--- src/rtl/qkt_result_collector_pkg.sv ---
// Shared types, default parameters and width helpers for the QK^T result collector.
package qkt_result_collector_pkg;

  // Lifecycle of one ping-pong bank.
  typedef enum logic [1:0] {
    BankEmpty   = 2'd0,
    BankFilling = 2'd1,
    BankFull    = 2'd2
  } bank_state_e;

  localparam int unsigned DefWidthOut     = 16;
  localparam int unsigned DefChunkSize    = 4;
  localparam int unsigned DefNumCoresA    = 2;
  localparam int unsigned DefNumCoresB    = 2;
  localparam int unsigned DefTotalModules = 1;
  localparam int unsigned DefTotalInputW  = 2;
  localparam int unsigned DefNumBlocks    = 3;

  // One matmul result slice: every element of every core chunk of every module.
  function automatic int unsigned calc_slice_w(input int unsigned width_out,
                                               input int unsigned chunk_size,
                                               input int unsigned num_cores_a,
                                               input int unsigned num_cores_b,
                                               input int unsigned total_modules);
    return width_out * chunk_size * num_cores_a * num_cores_b * total_modules;
  endfunction

  // Index width that never collapses to zero bits for a single-entry range.
  function automatic int unsigned idx_w(input int unsigned n);
    return (n > 1) ? $clog2(n) : 1;
  endfunction

endpackage

--- src/rtl/qkt_result_bank.sv ---
// One collector bank: full-row writes, single-slice combinational reads.
module qkt_result_bank #(
  parameter int unsigned SliceW      = 256,
  parameter int unsigned NumBlocks   = 3,
  parameter int unsigned TotalInputW = 2,
  parameter int unsigned BlkW        = 2,
  parameter int unsigned WW          = 1
) (
  input  logic                          clk_i,
  input  logic                          wr_en_i,
  input  logic [BlkW-1:0]               wr_row_i,
  input  logic [SliceW*TotalInputW-1:0] wr_data_i,
  input  logic [BlkW-1:0]               rd_row_i,
  input  logic [WW-1:0]                 rd_w_i,
  output logic [SliceW-1:0]             rd_data_o
);

  localparam int unsigned RowW = SliceW * TotalInputW;

  logic [RowW-1:0] mem_q [NumBlocks];
  logic [RowW-1:0] rd_row;

  // Row storage; contents are don't-care until written, so no reset.
  always_ff @(posedge clk_i) begin
    if (wr_en_i) begin
      mem_q[wr_row_i] <= wr_data_i;
    end
  end

  assign rd_row = mem_q[rd_row_i];

  // Select the addressed slice out of the current row.
  always_comb begin
    rd_data_o = '0;
    for (int unsigned w = 0; w < TotalInputW; w++) begin
      if (rd_w_i == WW'(w)) begin
        rd_data_o = rd_row[w*SliceW +: SliceW];
      end
    end
  end

endmodule

--- src/rtl/qkt_result_collector.sv ---
// Ping-pong collector: gathers NUM_BLOCKS matmul strobes per bank, then
// streams the bank out slice by slice in block-major order.
module qkt_result_collector
  import qkt_result_collector_pkg::*;
#(
  parameter int unsigned WIDTH_OUT     = DefWidthOut,
  parameter int unsigned CHUNK_SIZE    = DefChunkSize,
  parameter int unsigned NUM_CORES_A   = DefNumCoresA,
  parameter int unsigned NUM_CORES_B   = DefNumCoresB,
  parameter int unsigned TOTAL_MODULES = DefTotalModules,
  parameter int unsigned TOTAL_INPUT_W = DefTotalInputW,
  parameter int unsigned NUM_BLOCKS    = DefNumBlocks,
  localparam int unsigned SLICE_W      = calc_slice_w(WIDTH_OUT, CHUNK_SIZE, NUM_CORES_A,
                                                      NUM_CORES_B, TOTAL_MODULES),
  localparam int unsigned BLK_W        = idx_w(NUM_BLOCKS),
  localparam int unsigned W_W          = idx_w(TOTAL_INPUT_W)
) (
  input  logic                             clk,
  input  logic                             rst,
  input  logic                             in_valid,
  input  logic [SLICE_W*TOTAL_INPUT_W-1:0] in_data,
  output logic                             in_ready,
  output logic                             out_valid,
  input  logic                             out_ready,
  output logic [SLICE_W-1:0]               out_data,
  output logic [BLK_W-1:0]                 out_blk,
  output logic [W_W-1:0]                   out_w,
  output logic                             out_last,
  output logic                             frame_done,
  output logic                             overflow
);

  localparam logic [BLK_W-1:0] LastBlk = BLK_W'(NUM_BLOCKS - 1);
  localparam logic [W_W-1:0]   LastW   = W_W'(TOTAL_INPUT_W - 1);

  bank_state_e        state_q [2];
  bank_state_e        state_d [2];
  logic               wr_bank_q, wr_bank_d;
  logic               rd_bank_q, rd_bank_d;
  logic [BLK_W-1:0]   wr_blk_q, wr_blk_d;
  logic [BLK_W-1:0]   rd_blk_q, rd_blk_d;
  logic [W_W-1:0]     rd_w_q, rd_w_d;
  logic               frame_done_q, frame_done_d;
  logic               overflow_q, overflow_d;

  logic               wr_fire;
  logic               rd_fire;
  logic [1:0]         bank_wr_en;
  logic [SLICE_W-1:0] bank_rd_data [2];

  assign in_ready   = (state_q[wr_bank_q] != BankFull);
  assign out_valid  = (state_q[rd_bank_q] == BankFull);
  assign out_last   = (rd_blk_q == LastBlk) && (rd_w_q == LastW);
  assign out_blk    = rd_blk_q;
  assign out_w      = rd_w_q;
  assign out_data   = bank_rd_data[rd_bank_q];
  assign frame_done = frame_done_q;
  assign overflow   = overflow_q;

  // A strobe against a full write bank is dropped here and only flagged.
  assign wr_fire = in_valid & in_ready;
  assign rd_fire = out_valid & out_ready;

  // Route the write strobe to the bank currently being filled.
  always_comb begin
    bank_wr_en = '0;
    bank_wr_en[wr_bank_q] = wr_fire;
  end

  for (genvar b = 0; b < 2; b++) begin : g_bank
    qkt_result_bank #(
      .SliceW      (SLICE_W),
      .NumBlocks   (NUM_BLOCKS),
      .TotalInputW (TOTAL_INPUT_W),
      .BlkW        (BLK_W),
      .WW          (W_W)
    ) u_bank (
      .clk_i     (clk),
      .wr_en_i   (bank_wr_en[b]),
      .wr_row_i  (wr_blk_q),
      .wr_data_i (in_data),
      .rd_row_i  (rd_blk_q),
      .rd_w_i    (rd_w_q),
      .rd_data_o (bank_rd_data[b])
    );
  end

  // Next-state for bank lifecycle, write pointer and read pointer.
  // Write and final read never target the same bank: writes need !FULL,
  // reads need FULL.
  always_comb begin
    state_d[0]   = state_q[0];
    state_d[1]   = state_q[1];
    wr_bank_d    = wr_bank_q;
    rd_bank_d    = rd_bank_q;
    wr_blk_d     = wr_blk_q;
    rd_blk_d     = rd_blk_q;
    rd_w_d       = rd_w_q;
    frame_done_d = rd_fire & out_last;
    overflow_d   = overflow_q | (in_valid & ~in_ready);

    if (wr_fire) begin
      if (wr_blk_q == LastBlk) begin
        state_d[wr_bank_q] = BankFull;
        wr_blk_d           = '0;
        wr_bank_d          = ~wr_bank_q;
      end else begin
        state_d[wr_bank_q] = BankFilling;
        wr_blk_d           = wr_blk_q + BLK_W'(1);
      end
    end

    if (rd_fire) begin
      if (rd_w_q == LastW) begin
        rd_w_d = '0;
        if (rd_blk_q == LastBlk) begin
          rd_blk_d           = '0;
          state_d[rd_bank_q] = BankEmpty;
          rd_bank_d          = ~rd_bank_q;
        end else begin
          rd_blk_d = rd_blk_q + BLK_W'(1);
        end
      end else begin
        rd_w_d = rd_w_q + W_W'(1);
      end
    end
  end

  // Control state registers; reset discards both banks.
  always_ff @(posedge clk or posedge rst) begin
    if (rst) begin
      state_q[0]   <= BankEmpty;
      state_q[1]   <= BankEmpty;
      wr_bank_q    <= 1'b0;
      rd_bank_q    <= 1'b0;
      wr_blk_q     <= '0;
      rd_blk_q     <= '0;
      rd_w_q       <= '0;
      frame_done_q <= 1'b0;
      overflow_q   <= 1'b0;
    end else begin
      state_q[0]   <= state_d[0];
      state_q[1]   <= state_d[1];
      wr_bank_q    <= wr_bank_d;
      rd_bank_q    <= rd_bank_d;
      wr_blk_q     <= wr_blk_d;
      rd_blk_q     <= rd_blk_d;
      rd_w_q       <= rd_w_d;
      frame_done_q <= frame_done_d;
      overflow_q   <= overflow_d;
    end
  end

endmodule

--- config.mk ---
export PLATFORM = sky130hd
export DESIGN_NAME = qkt_result_collector
export DESIGN_NICKNAME = d
export VERILOG_FILES = /design/src/rtl/qkt_result_collector_pkg.sv /design/src/rtl/qkt_result_bank.sv /design/src/rtl/qkt_result_collector.sv
export SDC_FILE = /design/constraint.sdc
export NUM_CORES = 2
export LEC_CHECK = 0
export ABC_AREA = 1
export ABC_CLOCK_PERIOD_IN_PS = 46300
export BUFFER_PORTS_ARGS = -buffer_cell sky130_fd_sc_hd__buf_2
export CAP_MARGIN = 20
export CORE_AREA = 2 2 478 480
export DETAILED_ROUTE_END_ITERATION = 8
export DIE_AREA = 0 0 480 482
export PLACE_DENSITY_LB_ADDON = 0.12
export SYNTH_ARGS = -nofsm -noshare
export SYNTH_HDL_FRONTEND = slang
export SYNTH_HIERARCHICAL = 1
export SYNTH_SLANG_ARGS = --single-unit
--- constraint.sdc ---
create_clock -name clk -period 46.3 [get_ports clk]
set_clock_uncertainty 0.05 [all_clocks]
set_input_delay 4.63 -clock clk [delete_from_list [all_inputs] [get_ports clk]]
set_output_delay 4.63 -clock clk [all_outputs]
set_load 0.005 [all_outputs]
Word-level counts from Yosys, hierarchy flattened --
Memory sizes are Yosys's and may differ from the RTL's. Cells that the tools add are included.
Cells by class: add/sub/neg operators 3, order comparisons 6, equality and inequality tests 4, muxes and demuxes 29, bitwise logic cells 19, reduce and logical (&&, ||, !) cells 7
Operator list (number):
- 2-to-1 mux 256 bit | 5
- 2-to-1 mux 2 bit | 10
- 2-to-1 mux 4 bit | 5
- bitwise AND 2 bit | 3
- equality test 2 bit, second input constant | 3
- 2-to-1 mux 1 bit | 6
- adder 2 x 1 -> 2 bit, second input constant | 2
- bitwise AND 1 bit | 4
- bitwise AND 4 bit | 1
- demux 2 bit (select 1 bit) | 2
- greater-or-equal comparator 2 bit, second input constant | 2
- logical AND 1 bit | 4
- < comparator 2 x 1 -> 1 bit, second input constant | 2
- NOT 1 -> 2 bit | 2
- NOT 2 bit | 2
- NOT 4 bit | 1
- bitwise OR 2 bit | 2
- AND reduction 2 bit | 2
- NOT 1 bit | 3
- AND reduction 3 bit | 1
- < comparator 1 x 2 -> 1 bit, second input constant | 1
- != test 2 bit, second input constant | 1
- adder 1 bit, second input constant | 1
- demux 1 bit (select 1 bit) | 1
- 2 further kinds | 2
Storage, ports and cells: bits in registers 13, memory bits (writable) 3072, output and inout bits 264, memories 2
Memory list:
- g_bank[0].u_bank.mem_q | words 3, width 512, read ports 1, clocked after memory_dff 0, wr ports 1, RTL line qkt_result_bank.sv:20 | logic [RowW-1:0] mem_q [NumBlocks];
- g_bank[1].u_bank.mem_q | words 3, width 512, read ports 1, clocked after memory_dff 0, wr ports 1, RTL line qkt_result_bank.sv:20

Depth between registers and ports, before layout --
depth after elaboration 13, gate-level depth with buffers 11, mapped depth without buffers 9

Hierarchy --
Netlist, hierarchy kept.
Modules (own cells, without submodules):
- qkt_result_bank | times used 2, cells an instance 5156, area an instance 60992.2 µm²
- qkt_result_collector | times used 1, cells an instance 911, area an instance 3897.5 µm²

Worst setup path before layout --
Ideal clock, no wire load.
kind input -> register, start point in in_valid, end point mem g_bank[0].u_bank/mem_q[1][0] (netlist bit), enable pin, setup time 2.120 ns, arrival 41.568 ns, required time 44.130 ns, slack 2.562 ns, stages 4, buffers on the path 0, cells stage by stage inv_1 -> nor2_1 -> inv_1 -> nor3b_1
On the way: longest elaborated chain between the ends 4
RTL lines:
- start, declared | RTL line qkt_result_collector.sv:20 | input logic in_valid,
- bitwise AND 1 bit | RTL line qkt_result_collector.sv:61 | assign wr_fire = in_valid & in_ready;
- bitwise AND 2 bit (no source line)
- named net bank_wr_en[0] | RTL line qkt_result_collector.sv:48 | logic [1:0] bank_wr_en;
- 2-to-1 mux 1 bit | RTL line qkt_result_bank.sv:25 | if (wr_en_i) begin
- 2-to-1 mux 1 bit (not written as such) | RTL line qkt_result_bank.sv:26 | mem_q[wr_row_i] <= wr_data_i;
- end, declared | RTL line qkt_result_bank.sv:20
The timed path passes the listed nets, and every way through them passes these cells.

==> summary.log <==
INFO  critical_path  critical-path-max-stage-delay=940ps
INFO  logic_synthesis post-synth-top-area-cell=edfxtp_1
INFO  logic_synthesis synthCells=11.2k
INFO  layout         fin_util=0.625
INFO  clocking       cts.hold.buffers_added=0
INFO  sta            maxSlewViolCount=0
INFO  power          cellPowerDensity=64.6nW/um^2
INFO  critical_path  worst_path_dominant_cell_family=buffers and inverters
INFO  placed_design  place_hpwl=179,000um
INFO  floorplanning  core_area=226,000um^2
INFO  sta            grt_setup_unrepaired=no
INFO  logic_synthesis netlist-cell-type-count=25
INFO  sta            worst-slew-pin-transition=1260ps
INFO  status         run_status=finished, final reports clean
INFO  clocking       cts_tree=yes
INFO  critical_path  rr_worst_depth=10
INFO  floorplanning  fp.dieArea=231,000um^2
INFO  global_routing grt_pass1_vias=81.4k
INFO  floorplanning  fp-row-count=175
INFO  drt            wl=345,000um
INFO  critical_path  timing.setup.critical_path_class=register to output pin
INFO  clocking       source_to_sink_clock_delay_at_the_later_pin_of_the_worst_skew_pair=930ps
INFO  logic_synthesis synth.yosys.seq_area_share=0.735
INFO  logic_synthesis synth_top_area_share=0.733
INFO  job            max_cap_violations=0
INFO  global_routing antenna_found_initial=184
INFO  global_routing global_route_wire_length_before_repair=511,000um
INFO  clocking       htreeDepth=5
INFO  clocking       cts.repair_timing.setup_buffer_count=0
INFO  critical_path  crit_path_max_fanout=143
INFO  worst_hold_path hold_depth=1
INFO  critical_path  worst_setup_path_start_kind=register
INFO  placed_design  post_dp_cell_area=132,000um^2
INFO  layout         seq_area=92,600um^2
INFO  clocking       clock-root-buffer=clkbuf_16
INFO  floorplanning  dieWidth=480um
INFO  logic_synthesis syn-mean-instance-area=11.2um^2
INFO  sta            setup_viol=0
INFO  logic_synthesis syn_nets=11.7k
INFO  logic_synthesis netlist_top_cells_area=edfxtp_1 (73%), nand2_1 (13%), nand3_1 (4.1%), nor2_1 (3.1%), a21oi_1 (2.0%)
INFO  sta            timing.setup.tns=0ps
INFO  power          power_leakage=57.0nW
INFO  layout         design_area=142,000um^2
INFO  global_routing grt_start_max_net_pins=200
INFO  global_routing gr-usage-all-layers=0.294
INFO  critical_path  crit_arrival=7010ps
INFO  layout         num-nets-final=12.3k
INFO  global_routing grt_overflow_total=0
INFO  layout         fillCellCount=17.6k
INFO  sta            hold_violations=0
INFO  clocking       cts_repair_resize_count=0
INFO  drt            post-route-drc-count=0
INFO  worst_hold_path worstHoldPathType=register to register
INFO  floorplanning  ioPinCount=780
INFO  drt            detailroute.via_count=84.5k
INFO  layout         drive_gt1_frac=0.110
INFO  placed_design  portBuffers=779
INFO  critical_path  worstPathCellList=inv_8, buf_4, buf_4, buf_4, buf_4, nand3_1, nand2_1, nand2_1, nand2_1, nand2_1, buf_2
INFO  power          post-layout-total-power=9.15mW
INFO  drt            drt_first_iter_violations=8,406
INFO  clocking       cts.path.max_buffers=4
INFO  placed_design  gpl.final_weighted_congestion=0.837
INFO  logic_synthesis ys.warnings.count=6
INFO  logic_synthesis ys_ff_latch=3,085
INFO  floorplanning  dieHeight=482um
INFO  clocking       clock-sinks=3,085
INFO  critical_path  worst_setup_path_end_kind=output pin
INFO  sta            max_freq=85.5MHz
INFO  clocking       clkTransAtPathRegs=60ps
INFO  sta            min_period_over_period=0.253
INFO  critical_path  cell_type_of_the_slowest_stage_on_the_worst_timing_path=buf_4
INFO  logic_synthesis syn_area=126,000um^2
INFO  critical_path  critPathBufInv=6
INFO  layout         area_delta_synth_final=12.4%
INFO  drt            drtPass1Iterations=6
INFO  critical_path  timing.critical_path.depth=11
INFO  clocking       numCtsBuffers=325
INFO  sta            remaining_max_slew_budget_at_the_tightest_pin=0.161
INFO  floorplanning  floorplan.initialDensity=0.556
INFO  sta            hold-worst-slack=447ps
INFO  drt            route.antenna.remaining_nets=0
INFO  critical_path  critical_path_required=41,620ps
INFO  sta            layout_min_cycle_time=11,690ps
INFO  drt            wl_per_cell=22.8um
INFO  layout         multiInputGateArea=28,200um^2
INFO  power          peakVddDrop=0.0000526V
INFO  drt            post_drt_via_cell_ratio=5.58
-- kinds of logic (layout without fill, tap and decap cells) --
kind of cell	Yosys count	after routing	share of synthesized area
xor+xnor	1	1	0.0000696
compound gates	525	525	0.0210
buf+inv	1160	1976	0.0406
other cells	0	94	0
flops	3085	3085	0.735
simple gates	6452	6452	0.203
-- synthesized netlist by cell type, drive strengths merged --
cell and n:
o21bai 1, nor3b 2, clkbuf 123, inv 535, a21oi 513, o21ai 11
dfrtp 13, nor2 1031, nor3 2, edfxtp 3072, nand2 4382, xor2 1
buf 502, nand3 1031, nand4 4
-- metal layers --
metal / vias to the layer above / global-route usage / wire length [um]
met1: 41300 / 0.393 / 138000
met5: - / 0 / 711
met4: 110 / 0.107 / 11400
met2: 3590 / 0.472 / 162000
li1: 38900 / - / -
met3: 655 / 0.0699 / 33200
-- worst paths after layout --
kind / from / end / slack [ps]
worst max-delay path: out_blk[1] / out_data[108] / 34610
worst min-delay path: overflow / overflow / 450
worst max register to register: wr_bank_q / g_bank[0].u_bank/mem_q[1][116] / 40770
worst min register to register: overflow / overflow / 450
max in group asynchronous: rst / rd_bank_q / 41950
min in group asynchronous: rst / out_w / 3740
-- registers in the layout, indices dropped and copies added (netlist names) --
register and flops:
frame_done 1, g_bank.u_bank/mem_q 3072, out_blk 2, out_w 1
overflow 1, rd_bank_q 1, state_q 4, wr_bank_q 1
wr_blk_q 2
-- worst reg2reg max path, delay by kind of cell (launching register included) --
kind / cells / cell delay [ps]
buffers and inverters: 7 / 4220
flip-flops: 1 / 450
AND/OR/NAND/NOR: 3 / 370
-- final cells by class --
| class | count | area share |
|---|---|---|
| flip-flops and latches | 3085 | 0.654 |
| inverters | 535 | 0.0146 |
| multi-input cells | 6978 | 0.199 |
| diodes | 94 | 0.00166 |
| clock inverters | 135 | 0.00637 |
| repair buffers | 894 | 0.0360 |
| well taps | 3009 | 0.0266 |
| clock buffers | 412 | 0.0611 |
-- cell usage in the layout, fill, tap and decap left out, drive strengths merged --
cell type / instances
dfrtp: 13
buf: 894
xor2: 1
nand4: 4
edfxtp: 3072
nand2: 4382
o21ai: 11
inv: 538
nor3: 2
diode: 94
nor2: 1031
bufinv: 11
a21oi: 513
o21bai: 1
clkbuf: 412
nand3: 1031
clkinv: 112
nor3b: 2
clkinvlp: 9
-- where the power goes --
| group | total, mW | internal [mW] | switching (mW) |
|---|---|---|---|
| sequential | 3.63 | 3.52 | 0.111 |
| combinational | 3.12 | 0.878 | 2.24 |
| clock | 2.40 | 1.37 | 1.03 |
| total | 9.15 | 5.77 | 3.37 |
-- per-stage QoR --
step,setup slack [ps],cells
2_1_floorplan,2560,11200
4_1_cts,34630,15000
3_5_place_dp,35650,14500
3_3_place_gp,35710,14500
6_report,34610,15100
5_1_grt,34320,15100
Note: power is estimated with default switching activity, not from simulation.
